## config.mk

```make
export PLATFORM = sky130hd
export DESIGN_NAME = vga_frame_receiver
export DESIGN_NICKNAME = d
export VERILOG_FILES = /design/src/rtl/vga_frame_receiver.sv
export SDC_FILE = /design/constraint.sdc
export NUM_CORES = 1
export LEC_CHECK = 0
export CAP_MARGIN = 20
export CORE_ASPECT_RATIO = 0.6
export CORE_MARGIN = 1
export CORE_UTILIZATION = 58
export CTS_CLUSTER_SIZE = 25
export DETAILED_ROUTE_END_ITERATION = 10
export PLACE_DENSITY = 0.83
export REMOVE_ABC_BUFFERS = 1
export SETUP_SLACK_MARGIN = 0.5
export SLEW_MARGIN = 20
export SYNTH_ARGS = -nofsm -noshare
export SYNTH_HDL_FRONTEND = slang
export SYNTH_SLANG_ARGS = --single-unit
```

## constraint.sdc

```tcl
create_clock -name clk -period 7.6 [get_ports clk]
set_input_delay 1.52 -clock clk [delete_from_list [all_inputs] [get_ports clk]]
set_output_delay 1.52 -clock clk [all_outputs]
set_load 0.005 [all_outputs]
```

## src/rtl/vga_frame_receiver.sv

```systemverilog
// VGA frame receiver: finds frame alignment from the HS/VS syncs, tracks the
// line/frame timing while locked, and emits active-area pixels with their
// coordinates. Any timing violation drops the receiver back to searching.
module vga_frame_receiver #(
  parameter int unsigned H_ACTIVE = 640,
  parameter int unsigned H_SYNC   = 96,
  parameter int unsigned H_BP     = 48,
  parameter int unsigned H_TOTAL  = 800,
  parameter int unsigned V_ACTIVE = 480,
  parameter int unsigned V_SYNC   = 2,
  parameter int unsigned V_BP     = 33,
  parameter int unsigned V_TOTAL  = 525
) (
  input  logic        clk,
  input  logic        clk_reset,
  input  logic        pixel_tick,
  input  logic        HS,
  input  logic        VS,
  input  logic [3:0]  RED,
  input  logic [3:0]  GREEN,
  input  logic [3:0]  BLUE,
  output logic        pixel_valid,
  output logic [9:0]  pixel_x,
  output logic [9:0]  pixel_y,
  output logic [11:0] pixel_rgb,
  output logic        frame_start,
  output logic        locked,
  output logic [15:0] frame_count,
  output logic [7:0]  error_count
);

  localparam int unsigned HCW     = (H_TOTAL > 1) ? $clog2(H_TOTAL) : 1;
  localparam int unsigned VCW     = (V_TOTAL > 1) ? $clog2(V_TOTAL) : 1;
  localparam int unsigned XW      = 10;
  localparam int unsigned YW      = 10;
  localparam int unsigned RGBW    = 12;
  localparam int unsigned FCW     = 16;
  localparam int unsigned ECW     = 8;
  localparam int unsigned H_FIRST = H_SYNC + H_BP;
  localparam int unsigned H_LAST  = H_FIRST + H_ACTIVE - 1;
  localparam int unsigned V_FIRST = V_SYNC + V_BP;
  localparam int unsigned V_LAST  = V_FIRST + V_ACTIVE - 1;

  typedef enum logic [1:0] {
    ST_SEARCH = 2'd0,
    ST_ALIGN  = 2'd1,
    ST_LOCKED = 2'd2
  } state_e;

  state_e            state_q, state_d;
  logic              hs_prev_q, hs_prev_d;
  logic              vs_prev_q, vs_prev_d;
  logic              vs_seen_q, vs_seen_d;
  logic [HCW-1:0]    h_cnt_q, h_cnt_d;
  logic [VCW-1:0]    v_cnt_q, v_cnt_d;
  logic [FCW-1:0]    frame_cnt_q, frame_cnt_d;
  logic [ECW-1:0]    err_cnt_q, err_cnt_d;
  logic              valid_q, valid_d;
  logic [XW-1:0]     x_q, x_d;
  logic [YW-1:0]     y_q, y_d;
  logic [RGBW-1:0]   rgb_q, rgb_d;
  logic              fs_q, fs_d;
  logic              locked_q, locked_d;

  logic              hs_fall_c;
  logic              vs_fall_c;
  logic              h_last_c;
  logic              v_last_c;
  logic              line_err_c;
  logic              frame_err_c;
  logic              wrap_c;
  logic              align_c;
  logic              h_act_c;
  logic              v_act_c;

  // Sync edge detection, qualified by the pixel sample strobe
  assign hs_fall_c = pixel_tick & hs_prev_q & ~HS;
  assign vs_fall_c = pixel_tick & vs_prev_q & ~VS;
  assign h_last_c  = (h_cnt_q == HCW'(H_TOTAL - 1));
  assign v_last_c  = (v_cnt_q == VCW'(V_TOTAL - 1));

  // State, counters and output registers
  always_ff @(posedge clk or negedge clk_reset) begin
    if (!clk_reset) begin
      state_q     <= ST_SEARCH;
      hs_prev_q   <= 1'b1;
      vs_prev_q   <= 1'b1;
      vs_seen_q   <= 1'b0;
      h_cnt_q     <= '0;
      v_cnt_q     <= '0;
      frame_cnt_q <= '0;
      err_cnt_q   <= '0;
      valid_q     <= 1'b0;
      x_q         <= '0;
      y_q         <= '0;
      rgb_q       <= '0;
      fs_q        <= 1'b0;
      locked_q    <= 1'b0;
    end else begin
      state_q     <= state_d;
      hs_prev_q   <= hs_prev_d;
      vs_prev_q   <= vs_prev_d;
      vs_seen_q   <= vs_seen_d;
      h_cnt_q     <= h_cnt_d;
      v_cnt_q     <= v_cnt_d;
      frame_cnt_q <= frame_cnt_d;
      err_cnt_q   <= err_cnt_d;
      valid_q     <= valid_d;
      x_q         <= x_d;
      y_q         <= y_d;
      rgb_q       <= rgb_d;
      fs_q        <= fs_d;
      locked_q    <= locked_d;
    end
  end

  // Next-state: alignment search, timing checks and pixel capture per tick
  always_comb begin
    state_d     = state_q;
    hs_prev_d   = hs_prev_q;
    vs_prev_d   = vs_prev_q;
    vs_seen_d   = vs_seen_q;
    h_cnt_d     = h_cnt_q;
    v_cnt_d     = v_cnt_q;
    frame_cnt_d = frame_cnt_q;
    err_cnt_d   = err_cnt_q;
    valid_d     = 1'b0;
    x_d         = '0;
    y_d         = '0;
    rgb_d       = '0;
    fs_d        = 1'b0;
    line_err_c  = 1'b0;
    frame_err_c = 1'b0;
    wrap_c      = 1'b0;
    align_c     = 1'b0;
    h_act_c     = 1'b0;
    v_act_c     = 1'b0;

    if (pixel_tick) begin
      hs_prev_d = HS;
      vs_prev_d = VS;

      unique case (state_q)
        ST_SEARCH: begin
          // A VS fall arms alignment; a coincident HS fall aligns at once
          if (vs_fall_c) begin
            if (hs_fall_c) begin
              align_c = 1'b1;
            end else begin
              state_d = ST_ALIGN;
            end
          end
        end

        ST_ALIGN: begin
          if (hs_fall_c) begin
            align_c = 1'b1;
          end
        end

        ST_LOCKED: begin
          if (hs_fall_c) begin
            // Line boundary: length must be exact; wrap needs a VS fall in this line
            line_err_c = ~h_last_c;
            if (v_last_c) begin
              wrap_c      = 1'b1;
              frame_err_c = ~(vs_seen_q | vs_fall_c);
            end else begin
              frame_err_c = vs_fall_c;
            end
            h_cnt_d   = '0;
            v_cnt_d   = v_last_c ? '0 : v_cnt_q + VCW'(1);
            vs_seen_d = 1'b0;
          end else begin
            // Missing HS fall after the last tick of a line is a timeout
            line_err_c  = h_last_c;
            frame_err_c = vs_fall_c & ~v_last_c;
            h_cnt_d     = h_cnt_q + HCW'(1);
            if (vs_fall_c) begin
              vs_seen_d = 1'b1;
            end
          end

          if (line_err_c | frame_err_c) begin
            state_d   = ST_SEARCH;
            h_cnt_d   = '0;
            v_cnt_d   = '0;
            vs_seen_d = 1'b0;
            if (err_cnt_q != '1) begin
              err_cnt_d = err_cnt_q + ECW'(1);
            end
          end else if (wrap_c) begin
            fs_d        = 1'b1;
            frame_cnt_d = frame_cnt_q + FCW'(1);
          end
        end

        default: begin
          state_d = ST_SEARCH;
        end
      endcase

      if (align_c) begin
        state_d   = ST_LOCKED;
        h_cnt_d   = '0;
        v_cnt_d   = '0;
        vs_seen_d = 1'b0;
        fs_d      = 1'b1;
      end

      // Active-area capture uses the position of this tick
      h_act_c = (h_cnt_d >= HCW'(H_FIRST)) && (h_cnt_d <= HCW'(H_LAST));
      v_act_c = (v_cnt_d >= VCW'(V_FIRST)) && (v_cnt_d <= VCW'(V_LAST));
      if ((state_d == ST_LOCKED) && h_act_c && v_act_c) begin
        valid_d = 1'b1;
        x_d     = XW'(h_cnt_d - HCW'(H_FIRST));
        y_d     = YW'(v_cnt_d - VCW'(V_FIRST));
        rgb_d   = {RED, GREEN, BLUE};
      end
    end

    locked_d = (state_d == ST_LOCKED);
  end

  assign pixel_valid = valid_q;
  assign pixel_x     = x_q;
  assign pixel_y     = y_q;
  assign pixel_rgb   = rgb_q;
  assign frame_start = fs_q;
  assign locked      = locked_q;
  assign frame_count = frame_cnt_q;
  assign error_count = err_cnt_q;

endmodule
```

Word-level counts from Yosys, hierarchy flattened --
Cells that the tools add are included.
Word-level totals: register bits 84, bits in latches 0, bits in writable memories 0, memory bits (read-only) 0, memories 0
Cells by class: add/subtract/negate cells 6, multiply operators 0, div/mod/pow operators 0, order comparisons 4, eq/ne operators 7, shift operators 0, muxes and demuxes 51, bitwise gates (word level) 13, reductions and logical operators 10
Operators by type and width (number):
- 10-bit 2-to-1 mux | 15
- 1-bit 2-to-1 mux | 26
- 12-bit 2-to-1 mux | 2
- 10-bit by 1-bit adder with 10-bit output, second input constant | 2
- 10-bit equality test, second input constant | 2
- 10-bit <= comparator, second input constant | 2
- 16-bit by 1-bit adder with 16-bit output, second input constant | 1
- 2-bit 2-to-1 mux | 6
- 10-bit by 6-bit greater-or-equal comparator with 1-bit output, second input constant | 1
- 10-bit by 8-bit greater-or-equal comparator with 1-bit output, second input constant | 1
- 10-bit by 6-bit subtractor with 10-bit output, second input constant | 1
- 10-bit by 8-bit subtractor with 10-bit output, second input constant | 1
- 8-bit by 1-bit adder with 8-bit output, second input constant | 1
- 8-bit != test, second input constant | 1
- 4-bit AND reduction | 2
- 2-bit equality test, second input constant | 3
- 1-bit NOT | 6
- 2-bit one-hot mux with 3 select lines | 1
- 1-bit bitwise AND | 5
- 1-bit logical AND | 4
- 4-bit nonzero test | 1
- 3-bit AND reduction | 1
- 2-bit by 1-bit equality test with 1-bit output, second input constant | 1
- 2-bit zero test | 1
- other kinds (3) | 4

Longest topological paths before layout --
Gate-level depths: netlist of run 1.
depth after elaboration 19, mapped depth 16, mapped depth without buffers 15

Least setup slack after synthesis of run 1 --
OpenSTA, ideal clock, no wires.
path type input-to-reg, from input port pixel_tick, to register rgb_q[10] (netlist: pixel_rgb[10]), library setup time 119 ps, data arrival time 3957 ps, data required time 7481 ps, slack 3524 ps, stages on the path 15, path buffers 2, cells stage by stage buf_4 -> nand3b_4 -> a211o_1 -> a22oi_2 -> nor2_1 -> inv_1 -> ha_1 -> and3_1 -> o211ai_1 -> a32oi_1 -> nor3b_1 -> a22oi_2 -> inv_2 -> buf_6 -> and2_1
Between the ends: longest elaborated chain between the ends 19
RTL lines:
- from (decl) | line 16 | input logic pixel_tick,
- 1-bit bitwise AND (2 in series) | line 78 | assign vs_fall_c = pixel_tick & vs_prev_q & ~VS;
- 1-bit OR | line 167 | frame_err_c = ~(vs_seen_q | vs_fall_c);
- 1-bit NOT | line 167
- 1-bit 2-to-1 mux | line 165 | if (v_last_c) begin
- 1-bit 2-to-1 mux | line 162 | if (hs_fall_c) begin
- 1-bit 2-to-1 mux | line 143 | unique case (state_q)
- 1-bit 2-to-1 mux | line 139 | if (pixel_tick) begin
- 1-bit OR | line 184 | if (line_err_c | frame_err_c) begin
- [... 2 more ...]
- 10-bit 2-to-1 mux | line 203 | if (align_c) begin
- 10-bit 2-to-1 mux | line 139
- 10-bit by 8-bit greater-or-equal comparator with 1-bit output or 10-bit <= comparator (tied branches) | line 212 | h_act_c = (h_cnt_d >= HCW'(H_FIRST)) && (h_cnt_d <= HCW'(H_LAST));
- 1-bit logical AND | line 212
- 1-bit logical AND (2 in series) | line 214 | if ((state_d == ST_LOCKED) && h_act_c && v_act_c) begin
- 12-bit 2-to-1 mux | line 214
- 12-bit 2-to-1 mux * | line 139
- net rgb_d[10] | line 61 | logic [RGBW-1:0] rgb_q, rgb_d;
- to (signal assigned) | line 111 | rgb_q <= rgb_d;
- to (decl) | line 61
Mark *: on every way through the listed nets, which the timed path passes. The rest lies on a longest branch. The select of a mux whose other input is x is not followed. A chain may end at the register's enable or synchronous reset.

Worst setup path after layout of run 1 --
from input port pixel_tick, to register rgb_q[3] (netlist: pixel_rgb[3])
Same word-level chain as after synthesis.

==> impl_metrics.ini, run 1 <==
[layout]
stdcell_area_sq_um = 5730
final_nets = 564
fin_util_pct = 76.0
drive_gt1_share_pct = 10.5
antenna_cells = 0
final_common_cell = dfrtp_1
final_cell_mix = dfrtp_1 (82), clkdlybuf4s50_1 (74), nor2_1 (46)
syn_to_final_growth_pct = 22.6

[pwr]
power_frac_comb_pct = 16.9
netSwitchingFraction_pct = 31.5
switchingPower_mw = 0.354
sequentialPowerShare_pct = 46.2
clockPowerShare_pct = 36.9
cellPowerDensity_nw_per_um2 = 196
p_leak_nw = 2.46
power.internal_mw = 0.770
vdd_drop_max_uv = 190

[status]
status = completed

[clock_tree]
insertion_delay_ps = 340
cts_tree = done
cts.sinks = 84
cts_setup_buffers = 0
ctsRootBufferMaster = clkbuf_16
clkSlewWorstSetupHoldPaths_ps = 60
h-tree-depth = 3
cts_buffer_depth = 2
cts_inserted_buffers = 9
ctsHoldBuffers = 0
post_cts_resized = 0

[logic_synthesis]
synth_area_sq_um = 4670
avgSynthCellArea_sq_um = 9.84
synth_warnings = 0
synth.distinct_cells = 73
synth_edf_count = 0
yosysSeqAreaShare_pct = 45.0
synthCells = 475
synth_flop_cell = dfrtp_1
synthArstFlopShare_pct = 100
ys_ff_latch = 84

[drt]
route.vias.total = 3957
wl_per_cell_microns = 18.3
final_antenna_net_count = 0
remaining_drc_errors = 0
vias_per_cell = 6.13
drt_first_pass_iters = 5
wl_microns = 11800
drt_iter0_drc = 417

[setup_path]
endpoint_kind = flip-flop
cp_max_fo = 34
rrSetupSlack_ps = 2990
worst_setup_path_start_kind = input port
r2r-end = pixel_rgb[3]$_DFF_PN0_
worstSetupPathType = in -> reg
r2r_start = h_cnt_q[0]$_DFFE_PN0P_
crit_start = pixel_tick
critPathArrivalTime_ps = 5990
required_ps = 7830
ff2ff_path_depth = 14

[placed_design]
postPlaceCellArea_sq_um = 5440
dpl_worst_slack_ps = 1610
globalplace.congestion = 0.992
dpl.hpwl_microns = 8640
io_buffers = 75

[timing]
min_period_ps = 5750
worst_pin_slew_ps = 969
layout_setup_ws_ps = 1850
post-route-period-util_pct = 75.7
finalHoldViolCount = 0
worst_clock_skew_ps = 3.49
slew_headroom_pct = 35.4
hold_ws_ps = 489
max_freq_ghz = 0.174
setup_viol = 0
tns_ps = 0
slew_viol_final = 0
grt_setup_unrepaired = no

[worst_hold_path]
hold_path_class = reg -> reg
worst_hold_startpoint = frame_count[15]$_DFFE_PN0P_
min_to = frame_count[15]$_DFFE_PN0P_
holdPathStages = 1

[floorplan]
die_h_microns = 71.5
fp.dieArea_sq_um = 8430
num_rows = 24
coreArea_sq_um = 7540
initial_core_util_pct = 62.0
io_pins = 76
die_width_microns = 118

[grt]
grt_pass1_vias = 3723
antenna_found_initial = 0
overflow = 0
grt_max_degree = 85
grtUsageTotal_pct = 30.6
grt_pass1_wl_microns = 19700

[flow_run]
max-cap-violations = 0
-- power by group through the flow --
stage	clock network [mW]	logic (mW)	registers (mW)
2_1_floorplan	0	0.115	0.511
3_3_place_gp	0	0.183	0.524
3_5_place_dp	0	0.184	0.524
4_1_cts	0.421	0.185	0.517
5_1_grt	0.442	0.208	0.522
6_report	0.415	0.190	0.520
-- critical path: stages --
cell and delay, ps:
clkdlybuf4s50_1 450, buf_4 380, nand3b_4 280, a211o_1 460, a22oi_2 390, nor2_1 150
inv_1 130, ha_1 210, and3_1 190, o211ai_1 100, a32oi_1 290, nor3b_1 110
a22oi_2 820, inv_2 230, and2_1 250
-- logic make-up (layout without fill, tap and decap cells) --
kind of cell / count (synthesis) / after routing / synth area share (%)
muxes: 13 / 13 / 3.11
buffers and inverters: 40 / 107 / 3.94
xor gates and xnor gates: 41 / 41 / 7.68
DFF: 84 / 84 / 45.0
and+or+nand+nor: 204 / 204 / 24.4
AOI/OAI and AO/OA: 83 / 83 / 13.2
adders and majority gates: 10 / 10 / 2.68
-- layout make-up --
cell class / count / area (sq um)
sequential: 84 / 2100
multi-input combinational: 351 / 2380
timing repair buffer: 77 / 767
clock inverter: 7 / 63.8
fill: 517 / 1810
clock buffer: 9 / 225
tap: 104 / 130
inverter: 14 / 52.6
-- stage by stage --
| stage | std cells | power [mW] |
|---|---|---|
| 3_3_place_gp | 630 | 0.707 |
| 3_5_place_dp | 630 | 0.708 |
| 4_1_cts | 646 | 1.12 |
| 6_report | 646 | 1.12 |
| 5_1_grt | 646 | 1.17 |
| 2_1_floorplan | 449 | 0.626 |
-- cell usage after synthesis, drive strengths merged, types with 2 or more instances --
master  count  area share, %
and4        2           0.37
dfstp       2            1.1
o21bai      3           0.48
clkbuf      9           0.75
and3b       2           0.37
a21o        5           0.80
a221oi      4            1.0
nand3b      4            1.2
a2111o      2           0.48
buf        17            2.1
a211oi      5            1.2
a21oi      14            1.5
xor2       11            2.1
o22ai       2           0.27
nor4b       3           0.88
nand3      19            2.1
xnor2      30            5.6
nand2b      5           0.67
nor2b       3           0.40
a22oi       2           0.54
inv        14            1.1
nor3b       3           0.48
and3        7           0.94
a211o       3           0.56
a31oi       4           0.54
nor4        8            1.7
and2       14            1.9
nand2      45            3.7
nand4b      3           0.56
mux2       12            2.9
ha         10            2.7
nor3       16            2.3
o31ai       6            1.1
or3         5           0.67
o311ai      2           0.37
o21ai      20            2.1
nor2       47            3.8
nand4      16            2.1
dfrtp      82             44
or2         2           0.27
-- layer usage --
| layer | vias to the layer above | routed length [microns] | GRT usage [%] |
|---|---|---|---|
| li1 | 1827 | - | - |
| met1 | 1873 | 5690 | 45.2 |
| met2 | 242 | 4810 | 43.3 |
| met3 | 15 | 1210 | 9.32 |
| met4 | 0 | 134 | 8.83 |
| met5 | - | 0 | 0 |
-- state kept, by name, summed over array words and instances (netlist names), 2 cells and up --
name,count
state_q,2
frame_count,16
error_count,8
pixel_rgb,12
h_cnt_q,10
pixel_y,10
v_cnt_q,10
pixel_x,10
-- worst max path at each step --
stage / endpoint / slack [ps] / depth (start not counted)
after floorplan: pixel_rgb[0]$_DFF_PN0_ / 3120 / 13
after global placement: pixel_rgb[0]$_DFF_PN0_ / 1820 / 15
after detailed placement: pixel_rgb[6]$_DFF_PN0_ / 1610 / 15
after CTS: pixel_rgb[3]$_DFF_PN0_ / 1960 / 15
after global routing: pixel_rgb[8]$_DFF_PN0_ / 1540 / 15
final: pixel_rgb[3]$_DFF_PN0_ / 1850 / 15
Power figures use the tool's default switching activity.
==> run 2, diff against run 1 <==
--- a/config.mk
+++ b/config.mk
@@ -8,10 +8,10 @@
 export CAP_MARGIN = 20
 export CORE_ASPECT_RATIO = 0.6
 export CORE_MARGIN = 1
-export CORE_UTILIZATION = 58
+export CORE_UTILIZATION = 54
 export CTS_CLUSTER_SIZE = 25
 export DETAILED_ROUTE_END_ITERATION = 10
-export PLACE_DENSITY = 0.83
+export PLACE_DENSITY = 0.78
 export REMOVE_ABC_BUFFERS = 1
 export SETUP_SLACK_MARGIN = 0.5
 export SLEW_MARGIN = 20
==> constraint.sdc (replaced) <==
create_clock -name clk -period 5.8 [get_ports clk]
set_input_delay 1.16 -clock clk [delete_from_list [all_inputs] [get_ports clk]]
set_output_delay 1.16 -clock clk [all_outputs]
set_load 0.005 [all_outputs]
==> impl_metrics.ini, run 2 (synthesized netlist as in run 1, its figures left out) <==
[floorplan]
die_width_microns = 122
num_rows = 25
initial_core_util_pct = 57.5
coreArea_sq_um = 8130
io_pins = 76
fp.dieArea_sq_um = 9040
die_h_microns = 74.1

[clock_tree]
cts_tree = done
ctsHoldBuffers = 0
cts_inserted_buffers = 9
cts.sinks = 84
insertion_delay_ps = 340
h-tree-depth = 3
clkSlewWorstSetupHoldPaths_ps = 60
cts_setup_buffers = 0
ctsRootBufferMaster = clkbuf_16
cts_buffer_depth = 2
post_cts_resized = 0

[timing]
tns_ps = 0
worst_clock_skew_ps = 7.27
min_period_ps = 4640
slew_headroom_pct = 33.3
setup_viol = 0
max_freq_ghz = 0.216
slew_viol_final = 0
worst_pin_slew_ps = 998
post-route-period-util_pct = 80.0
finalHoldViolCount = 0
grt_setup_unrepaired = no

[grt]
overflow = 0
grt_pass1_wl_microns = 19100
grt_max_degree = 85
antenna_found_initial = 0
grtUsageTotal_pct = 28.1
grt_pass1_vias = 3625

[layout]
final_cell_mix = dfrtp_1 (82), clkdlybuf4s50_1 (73), nor2_1 (46)
final_common_cell = dfrtp_1
stdcell_area_sq_um = 5750
largest_register_ffs = 16
final_nets = 566
nFillCells = 602
multiInputGateArea_sq_um = 2380
drive_gt1_share_pct = 10.8
syn_to_final_growth_pct = 22.9
seqCellArea_sq_um = 2100
antenna_cells = 0

[worst_hold_path]
worst_hold_startpoint = frame_count[15]$_DFFE_PN0P_
hold_path_class = reg -> reg

[placed_design]
io_buffers = 75
dpl.hpwl_microns = 8720
postPlaceCellArea_sq_um = 5460
globalplace.congestion = 0.936

[pwr]
p_leak_nw = 2.48
vdd_drop_max_uv = 265
cellPowerDensity_nw_per_um2 = 256

[status]
status = completed

[setup_path]
worst_setup_path_start_kind = input port
crit_family = compound AO/OA/AOI/OAI gates
r2r_start = h_cnt_q[0]$_DFFE_PN0P_
required_ps = 6030
cp_cell_sequence = dlymetal6s2s_1 > nand3b_4 > a211o_1 > a22oi_2 > nor2_1 > inv_1 > ha_1 > and3_1 > o211ai_1 > a32oi_1 > nor3b_1 > a22oi_2 > inv_2 > and2_1
worstSetupPathType = in -> reg
crit_start = pixel_tick
slowest_stage = dlymetal6s2s_1
critPathArrivalTime_ps = 4870
cp_common_cell = a22oi_2
endpoint_kind = flip-flop
slowest_delay_ps = 480
cp_max_fo = 13
critPathBufInv = 3

[flow_run]
max-cap-violations = 0

[drt]
vias_per_cell = 6.01
remaining_drc_errors = 0
final_antenna_net_count = 0
wl_per_cell_microns = 18.2
drt_iter0_drc = 439
drt_first_pass_iters = 5
wl_microns = 11800
route.vias.total = 3916
[run 2: final cells by class]
type / instances / share of cell area, %
Timing Repair Buffer: 79 / 13.7
Sequential cell: 84 / 36.6
Tap cell: 108 / 2.35
Multi-Input combinational cell: 351 / 41.5
Clock inverter: 7 / 1.02
Clock buffer: 9 / 3.92
Inverter: 14 / 0.915
[run 2: power breakdown]
| part | total (mW) | switching [mW] | internal (mW) | leakage, nW |
|---|---|---|---|---|
| Clock | 0.542 | 0.246 | 0.296 | 0.133 |
| Combinational | 0.247 | 0.150 | 0.0966 | 1.19 |
| Sequential | 0.681 | 0.0640 | 0.617 | 1.15 |
| Total | 1.47 | 0.460 | 1.01 | 2.48 |
[run 2: final timing paths]
kind,cells past startpoint,endpoint,slack [ps]
setup / recovery,14,pixel_rgb[6]$_DFF_PN0_,1160
hold / removal,1,frame_count[15]$_DFFE_PN0P_,480
setup reg to reg,12,pixel_rgb[6]$_DFF_PN0_,1500
hold reg to reg,1,frame_count[15]$_DFFE_PN0P_,480
max in group asynchronous,1,v_cnt_q[2]$_DFFE_PN0P_,4430
min in group asynchronous,1,pixel_y[7]$_DFF_PN0_,840
[run 2: worst reg2reg max path: cells and delay by family (launching register included)]
family,cells,cell delay [ps]
AO/OA/AOI/OAI,5,1670
adder cells (fa/ha/maj),2,550
buffers and inverters,2,360
flip-flops,1,580
AND/OR/NAND/NOR,3,1020
[run 2: stage by stage]
step	setup WS (ps)	utilization [%]	total power, mW	instances	hold slack, ps
after floorplan	1680	-	0.820	449	468
after global placement	650	67.1	0.921	636	459
after detailed placement	531	67.1	0.926	636	478
after CTS	882	70.6	1.47	652	490
after global routing	879	70.6	1.53	652	509
final	1160	70.6	1.47	652	482
[run 2: per-layer routing]
layer	routed length [microns]	up-vias	track usage [%]
met5	0	-	0
met4	123	0	7.32
met3	1060	18	7.13
met2	4860	210	38.4
met1	5790	1875	43.8
li1	-	1813	-
